[src/rtl/keypad_scan_debounce.sv]
// 4x4 matrix keypad scanner: rotates an active-low column strobe, debounces a
// single-row closure, and emits one KeyValid pulse per accepted press.
module keypad_scan_debounce #(
  parameter int SCAN_CYCLES     = 6000,
  parameter int DEBOUNCE_CYCLES = 120000
) (
  input  logic       clk,
  input  logic       Reset,
  input  logic [3:0] Rows,
  output logic [3:0] Cols,
  output logic [3:0] KeyCode,
  output logic       KeyValid,
  output logic       KeyHeld,
  output logic [1:0] o_dbg_state
);

  localparam int SW = (SCAN_CYCLES > 1) ? $clog2(SCAN_CYCLES) : 1;
  localparam int DW = (DEBOUNCE_CYCLES > 1) ? $clog2(DEBOUNCE_CYCLES) : 1;
  localparam logic [SW-1:0] SCAN_LAST = SW'(SCAN_CYCLES - 1);
  localparam logic [DW-1:0] DB_LAST   = DW'(DEBOUNCE_CYCLES - 1);

  localparam logic [1:0] SCAN       = 2'd0;
  localparam logic [1:0] DEBOUNCE   = 2'd1;
  localparam logic [1:0] HELD       = 2'd2;
  localparam logic [1:0] RELEASE_DB = 2'd3;

  logic [1:0]    r_state;
  logic [SW-1:0] r_scan_cnt;
  logic [DW-1:0] r_db_cnt;
  logic [1:0]    r_row;
  logic [1:0]    r_col;
  logic [3:0]    r_cols;
  logic [3:0]    r_key_code;
  logic          r_key_valid;
  logic          r_key_held;

  logic          w_one_low;
  logic [1:0]    w_low_idx;
  logic          w_match;
  logic [3:0]    w_next_cols;
  logic [3:0]    w_key_code;

  // Only a single low row is a usable closure; none or several are ignored.
  always_comb begin
    w_one_low = 1'b1;
    w_low_idx = 2'd0;
    case (Rows)
      4'b1110: w_low_idx = 2'd0;
      4'b1101: w_low_idx = 2'd1;
      4'b1011: w_low_idx = 2'd2;
      4'b0111: w_low_idx = 2'd3;
      default: w_one_low = 1'b0;
    endcase
  end

  assign w_match     = (Rows == ~(4'b0001 << r_row));
  assign w_next_cols = {r_cols[2:0], r_cols[3]};

  always_comb begin
    w_key_code = 4'h0;
    case ({r_row, r_col})
      4'b00_00: w_key_code = 4'h1;
      4'b00_01: w_key_code = 4'h2;
      4'b00_10: w_key_code = 4'h3;
      4'b00_11: w_key_code = 4'hA;
      4'b01_00: w_key_code = 4'h4;
      4'b01_01: w_key_code = 4'h5;
      4'b01_10: w_key_code = 4'h6;
      4'b01_11: w_key_code = 4'hB;
      4'b10_00: w_key_code = 4'h7;
      4'b10_01: w_key_code = 4'h8;
      4'b10_10: w_key_code = 4'h9;
      4'b10_11: w_key_code = 4'hC;
      4'b11_00: w_key_code = 4'hE;
      4'b11_01: w_key_code = 4'h0;
      4'b11_10: w_key_code = 4'hF;
      default:  w_key_code = 4'hD;
    endcase
  end

  always_ff @(posedge clk or negedge Reset) begin
    if (!Reset) begin
      r_state     <= SCAN;
      r_scan_cnt  <= '0;
      r_db_cnt    <= '0;
      r_row       <= 2'd0;
      r_col       <= 2'd0;
      r_cols      <= 4'b1110;
      r_key_code  <= 4'h0;
      r_key_valid <= 1'b0;
      r_key_held  <= 1'b0;
    end else begin
      r_key_valid <= 1'b0;
      case (r_state)
        SCAN: begin
          if (w_one_low) begin
            r_row    <= w_low_idx;
            r_db_cnt <= '0;
            r_state  <= DEBOUNCE;
          end else if (r_scan_cnt == SCAN_LAST) begin
            r_scan_cnt <= '0;
            r_col      <= r_col + 2'd1;
            r_cols     <= w_next_cols;
          end else begin
            r_scan_cnt <= r_scan_cnt + SW'(1);
          end
        end
        DEBOUNCE: begin
          if (!w_match) begin
            r_state    <= SCAN;
            r_scan_cnt <= '0;
            r_col      <= r_col + 2'd1;
            r_cols     <= w_next_cols;
          end else if (r_db_cnt == DB_LAST) begin
            r_state     <= HELD;
            r_key_valid <= 1'b1;
            r_key_code  <= w_key_code;
            r_key_held  <= 1'b1;
          end else begin
            r_db_cnt <= r_db_cnt + DW'(1);
          end
        end
        HELD: begin
          if (Rows[r_row]) begin
            r_db_cnt <= '0;
            r_state  <= RELEASE_DB;
          end
        end
        RELEASE_DB: begin
          // A brief re-closure of the latched row counts as still held.
          if (!Rows[r_row]) begin
            r_state <= HELD;
          end else if (r_db_cnt == DB_LAST) begin
            r_state    <= SCAN;
            r_key_held <= 1'b0;
            r_scan_cnt <= '0;
            r_col      <= r_col + 2'd1;
            r_cols     <= w_next_cols;
          end else begin
            r_db_cnt <= r_db_cnt + DW'(1);
          end
        end
        default: r_state <= SCAN;
      endcase
    end
  end

  assign Cols        = r_cols;
  assign KeyCode     = r_key_code;
  assign KeyValid    = r_key_valid;
  assign KeyHeld     = r_key_held;
  assign o_dbg_state = r_state;

endmodule

[config.mk]
export PLATFORM = sky130hd
export DESIGN_NAME = keypad_scan_debounce
export DESIGN_NICKNAME = d
export VERILOG_FILES = /design/src/rtl/keypad_scan_debounce.sv
export SDC_FILE = /design/constraint.sdc
export NUM_CORES = 1
export LEC_CHECK = 0
export ABC_AREA = 1
export ABC_CLOCK_PERIOD_IN_PS = 4210
export CAP_MARGIN = 0
export CORE_MARGIN = 4
export CORE_UTILIZATION = 50
export DETAILED_ROUTE_END_ITERATION = 6
export GPL_TIMING_DRIVEN = 0
export PLACE_DENSITY = 0.69
export SYNTH_ARGS = -nofsm -noshare
export SYNTH_HDL_FRONTEND = slang
export SYNTH_SLANG_ARGS = --single-unit
[constraint.sdc]
create_clock -name clk -period 4.21 [get_ports clk]
set_input_delay 0.6315 -clock clk [delete_from_list [all_inputs] [get_ports clk]]
set_output_delay 0.6315 -clock clk [all_outputs]
set_load 0.03 [all_outputs]
==> results of run 1 <==
[area by class of cell]
class                           count  area (µm²)  share of cell area
Timing Repair Buffer               18         185              0.0525
Tap cell                           75        93.8              0.0266
Sequential cell                    46        1150               0.327
Multi-Input combinational cell    360        1730               0.490
Clock inverter                      3        43.8              0.0124
Clock buffer                        5        68.8              0.0195
Inverter                           46         173              0.0489
Buffer                             11        78.8              0.0223
[state kept, by name, indices dropped and copies added (netlist names)]
signal       cells
KeyValid         1
r_scan_cnt      13
KeyCode          4
Cols             4
r_col            2
KeyHeld          1
r_db_cnt        17
r_row            2
o_dbg_state      2
[worst register-to-register path, delay by kind of cell (launching register included)]
family	cells	cell delay (ns)
flip-flops	1	0.40
adder cells (fa/ha/maj)	1	0.21
AND/OR/NAND/NOR	8	1.26
[stage by stage]
step                hold WS [ns]  area [µm²]
floorplan                  0.336        3140
finish                     0.159        3530
detailed placement         0.466        3420
CTS                        0.156        3530
global route               0.154        3530
global placement           0.464        3400
[final timing paths]
kind	startpoint	to	slack (ns)	cells past startpoint
min in group clk	Cols[1]	Cols[2]	0.48	2
worst max register to register	r_db_cnt[0]	Cols[0]	2.29	9
worst min-delay path	Reset	r_db_cnt[13]	0.16	1
worst max-delay path	Cols[2]	Cols[2]	2.04	1
worst min register to register	Cols[1]	Cols[2]	0.48	2
max in group asynchronous	Reset	Cols[1]	3.52	2
[power groups by stage]
stage	registers (W)	clock network (W)	logic [W]
CTS	0.000578	0.000352	0.000875
floorplan	0.000620	0	0.000604
global placement	0.000584	0	0.000855
detailed placement	0.000585	0	0.000872
global route	0.000590	0.000370	0.000980
finish	0.000578	0.000343	0.000867
[routing by layer]
layer	share of wire	track usage	vias up
li1	-	-	1516
met1	0.48	0.257	1336
met2	0.48	0.345	41
met3	0.027	0.0293	12
met4	0.015	0.0669	0
met5	0	0	-
[cells in the mapped netlist, types with 4 or more instances]
| master | count |
|---|---|
| a21oi_1 | 8 |
| ha_1 | 6 |
| nor3_1 | 16 |
| nand3_1 | 37 |
| nor2_4 | 4 |
| inv_1 | 42 |
| o21ai_0 | 7 |
| nand2_1 | 178 |
| buf_2 | 6 |
| o21bai_1 | 7 |
| nor2_1 | 54 |
| nand3b_1 | 5 |
| xor2_1 | 9 |
| dfrtp_1 | 43 |
| inv_2 | 4 |
| nand4_1 | 10 |
[kinds of logic (layout without fill, tap and decap cells)]
logic type / after synthesis / count (layout) / synth area share
adders and majority gates: 6 / 6 / 0.0239
AOI/OAI and AO/OA: 29 / 29 / 0.0566
xor gates and xnor gates: 11 / 11 / 0.0307
buffers and inverters: 57 / 83 / 0.0802
DFF: 46 / 46 / 0.368
and+or+nand+nor: 314 / 314 / 0.440
[cells in the final DEF (no fill, tap or decap), types with 5 or more instances in the layout]
| cell | netlist | layout |
|---|---|---|
| nand3b_1 | 5 | 5 |
| inv_1 | 42 | 42 |
| clkbuf_8 | 0 | 5 |
| ha_1 | 6 | 6 |
| nor3_1 | 16 | 16 |
| clkdlybuf4s50_1 | 0 | 16 |
| nand2_1 | 178 | 178 |
| nand3_1 | 37 | 37 |
| o21bai_1 | 7 | 7 |
| nor2_1 | 54 | 54 |
| a21oi_1 | 8 | 8 |
| buf_2 | 6 | 7 |
| dfrtp_1 | 43 | 43 |
| o21ai_0 | 7 | 7 |
| nand4_1 | 10 | 10 |
| xor2_1 | 9 | 9 |
==> impl_metrics.ini, run 1 <==
[detailed_routing]
vias = 2905
drt-initial-drc-count = 99
via_per_inst = 5.15
wirelength_um = 6970
drtPass1Iterations = 4
wire_per_inst_um = 12.4
ant_nets = 0
drc = 0

[placed_design]
post-place-ws_ns = 1.77
portBuffers = 17
dp.cells = 556
dpl.hpwl_um = 5100
gp_congestion = 0.889

[synth]
ys_ff_latch = 46
synth_top_cell_by_area = dfrtp_1
synth_cell_types = 32
synth_area_leaders = dfrtp_1 34%, nand2_1 21%, nor2_1 6.5%
synthesis.nets = 475
yosysSeqAreaShare = 0.368
syn_area_per_cell_um2 = 6.77
yosys_warnings = 0
synth_edf_count = 0
synthesis.area_um2 = 3140
synthArstFlopShare = 1.00
synth_top_flop_cell = dfrtp_1
synth_top_cell_area_share = 0.343
postSynthCellCount = 463

[power]
total_leakage_power_nw = 1.71
power_frac_comb = 0.485
netSwitchingFraction = 0.448
p_clk_frac = 0.192
p_seq_frac = 0.323
internal_power_w = 0.000987
power_w = 0.00179
p_switching_w = 0.000801
p_per_area_nw_per_um2 = 507
vdd_drop_max_uv = 342

[floorplan]
die_area_um2 = 7600
die_y_um = 87.2
initial_core_util = 0.524
die_w_um = 87.2
rows = 28
io_pins = 18
core_um2 = 5990

[sta]
rsz0062_at_grt = false
post-route-min-period_ns = 2.17
layout_setup_ws_ns = 2.04
tns_ns = 0
setup_viol = 0
finalHoldViolCount = 0
min_period_over_period = 0.515
drv_slew = 0
relSlewSlack = 0.706
worst_clock_skew_ns = 0.00924
fmax_mhz = 461
worst_slew_pin_slew_ns = 0.439

[global_routing]
grt_max_degree = 40
gr-usage-all-layers = 0.200
grt_remaining_overflow = 0
antenna_found_initial = 0
grt_pass1_vias = 2712
grt_pass1_wl_um = 12200

[critical_path]
critical_path_class = reg -> out
path_max_fanout = 3
startpoint_type = flip-flop
critPathBufInv = 1
critical_path.cell_chain = clkdlybuf4s50_1
crit_required_ns = 3.58
arrival_ns = 1.54
cp_slowest_cell = clkdlybuf4s50_1
cp_slowest_stage_delay_ns = 0.67
end_kind = primary output
critPathTopFamily = buffers and inverters

[worst_hold_path]
hp-class = in -> async

[layout]
final_cells = 564
nFillCells = 568
antenna-diode-count = 0
drive_gt1_frac = 0.0879
fin_util = 0.589
final_net_count = 500
syn_to_final_growth_pct = 12.5

[clock_tree]
cts_resized = 0
cts_buffers = 5
cts_setup_buffers = 0
cts_tree = yes
cts_root_buf = clkbuf_8
postCtsHoldBufs = 0
clock_path_buffers = 2
clkLatencyLatePin_ns = 0.31
cts_num_sinks = 46
path_clk_slew_ns = 0.09
ctsHtreeMaxLevel = 2

[outcome]
status = finished, final reports clean

[flow_run]
drv_cap = 0
Note: power is estimated with default switching activity, not from simulation.
==> run 2, diff against run 1 <==
Settings changed: ABC_CLOCK_PERIOD_IN_PS 4210 to 1800, PLACE_DENSITY 0.69 to 0.71.
Clock period 4.21 ns to 1.8 ns, I/O delays scaled along.
==> run 2 against run 1 <==
Against the previous run:
- design area rose by 5.7%
- critical path depth rose by 10
- flip-flop and latch count did not move
- non-clock buffer count rose by 14
- setup slack got worse by 1.9 ns
- clock-buffer cell count rose by 2
- sequential power rose by 140%
- worst hold slack improved by 0.29 ns
- critical path type is now reg -> reg
- largest cell class unchanged
==> impl_metrics.ini, run 2 (synthesis results as in run 1) <==
[outcome]
status = finished, final reports clean

[critical_path]
startpoint_type = flip-flop
arrival_ns = 1.90
path_max_fanout = 10
end_kind = flip-flop
crit_required_ns = 1.99
critical_path_class = reg -> reg

[floorplan]
die_area_um2 = 7600
core_um2 = 5990
initial_core_util = 0.524
io_pins = 18
die_w_um = 87.2
rows = 28
die_y_um = 87.2

[sta]
worst_slew_pin_slew_ns = 0.480
finalHoldViolCount = 0
worst_clock_skew_ns = 0.0117
relSlewSlack = 0.680
fmax_mhz = 585
setup_viol = 0
min_period_over_period = 0.950
drv_slew = 0
tns_ns = 0
rsz0062_at_grt = true
post-route-min-period_ns = 1.71

[placed_design]
dpl.hpwl_um = 5160
gp_congestion = 0.861
place_area_um2 = 3420
portBuffers = 17

[power]
total_leakage_power_nw = 1.83
vdd_drop_max_uv = 863
p_per_area_nw_per_um2 = 1200

[worst_hold_path]
hp-class = in -> async

[clock_tree]
cts_num_sinks = 46
cts_root_buf = clkbuf_8
clock_path_buffers = 2
path_clk_slew_ns = 0.09
clkLatencyLatePin_ns = 0.30
cts_buffers = 5
cts_tree = yes
ctsHtreeMaxLevel = 2

[global_routing]
grt_pass1_vias = 2770
grt_max_degree = 29
grt_pass1_wl_um = 12700
grt_remaining_overflow = 0
antenna_found_initial = 0
gr-usage-all-layers = 0.204

[detailed_routing]
ant_nets = 0
drc = 0
drt-initial-drc-count = 152
via_per_inst = 5.15
drtPass1Iterations = 4
wirelength_um = 7330
vias = 2975
wire_per_inst_um = 12.7

[layout]
fin_area_um2 = 3730
largest-register = r_db_cnt
drive_gt1_frac = 0.139
largest_reg_flops = 17
syn_to_final_growth_pct = 18.9
antenna-diode-count = 0
reg.largest.list = r_db_cnt (17), r_scan_cnt (13)
final_net_count = 514
fin_util = 0.623
layout_commonest_cell = nand2_1
nFillCells = 556
most-common-layout-cells = 170 x nand2_1, 50 x nor2_1, 42 x dfrtp_1, 42 x inv_1, 36 x nand3_1

[flow_run]
drv_cap = 0
[run 2: cell types whose count changed in the layout (fill, tap and decap cells not counted), sizes merged]
| cell | before | now |
|---|---|---|
| bufinv | 1 | 0 |
| clkinv | 1 | 2 |
| dlygate4sd2 | 0 | 3 |
| clkdlybuf4s50 | 16 | 11 |
| dlymetal6s2s | 0 | 2 |
| clkbuf | 5 | 9 |
| dlygate4sd3 | 0 | 1 |
| inv | 47 | 45 |
| buf | 13 | 24 |
[run 2: critical path, stage by stage (launching register included)]
cell and delay, ns:
dfrtp_1 0.45, ha_4 0.18, nand3_4 0.10, nor2_1 0.13
nand3_1 0.12, nand2_2 0.14, nand2_2 0.08, inv_1 0.07
nand2_2 0.08, buf_6 0.15, nand2_1 0.05, nand2_1 0.05
[run 2: through the flow]
stage	hold slack, ns	setup slack, ns	total power (W)	cells
3_5_place_dp	0.259	-0.304	0.00343	556
2_1_floorplan	-0.0256	0.0805	0.00286	463
6_report	0.447	0.0903	0.00448	578
3_3_place_gp	0.464	-0.898	0.00337	555
4_1_cts	0.464	0.00579	0.00421	566
5_1_grt	0.494	-0.0628	0.00484	578
[run 2: area by class of cell]
class                      instances  area, µm²  share of cell area
inverter                          46        180              0.0483
sequential                        46       1160               0.310
multi-input combinational        360       1810               0.485
timing repair buffer              32        307              0.0822
clock inverter                     1       5.00             0.00134
tap                               75       93.8              0.0252
buffer                            11       91.3              0.0245
clock buffer                       7       86.3              0.0231
[run 2: what timing repair did]
item / 4_1_cts / 5_1_grt
buffers inserted: 1 / 12
hold endpoints to repair: 18 / 0
hold buffers: 1 / 0
resized for setup: 10 / 23
setup endpoints to repair: 26 / 41
pin swaps: 2 / 7
[run 2: where the power goes]
| part | switching (W) | internal, W |
|---|---|---|
| Combinational | 0.00149 | 0.000951 |
| Clock | 0.000365 | 0.000311 |
| Sequential | 0.000151 | 0.00121 |
| Total | 0.00201 | 0.00247 |
[run 2: path summary, 6_finish.rpt]
path / cells past startpoint / slack, ns / endpoint / start
setup / recovery: 11 / 0.09 / r_scan_cnt[11] / r_db_cnt[0]
hold / removal: 2 / 0.45 / r_db_cnt[11] / Reset
setup reg to reg: 11 / 0.09 / r_scan_cnt[11] / r_db_cnt[0]
hold reg to reg: 2 / 0.48 / Cols[3] / Cols[2]
max in group asynchronous: 3 / 0.76 / Cols[3] / Reset
min in group clk: 2 / 0.48 / Cols[3] / Cols[2]
[run 2: metal layers]
metal	vias up	wire length, µm	global-route usage
met4	0	50	0.0404
met5	-	0	0
met1	1371	3360	0.271
li1	1547	-	-
met2	52	3670	0.351
met3	5	251	0.0331
==> run 3, diff against run 2 <==
Settings changed: CTS_CLUSTER_DIAMETER set to 200.
==> results of run 3 <==
Final layout, timing and power as in run 2 (identical DEF).
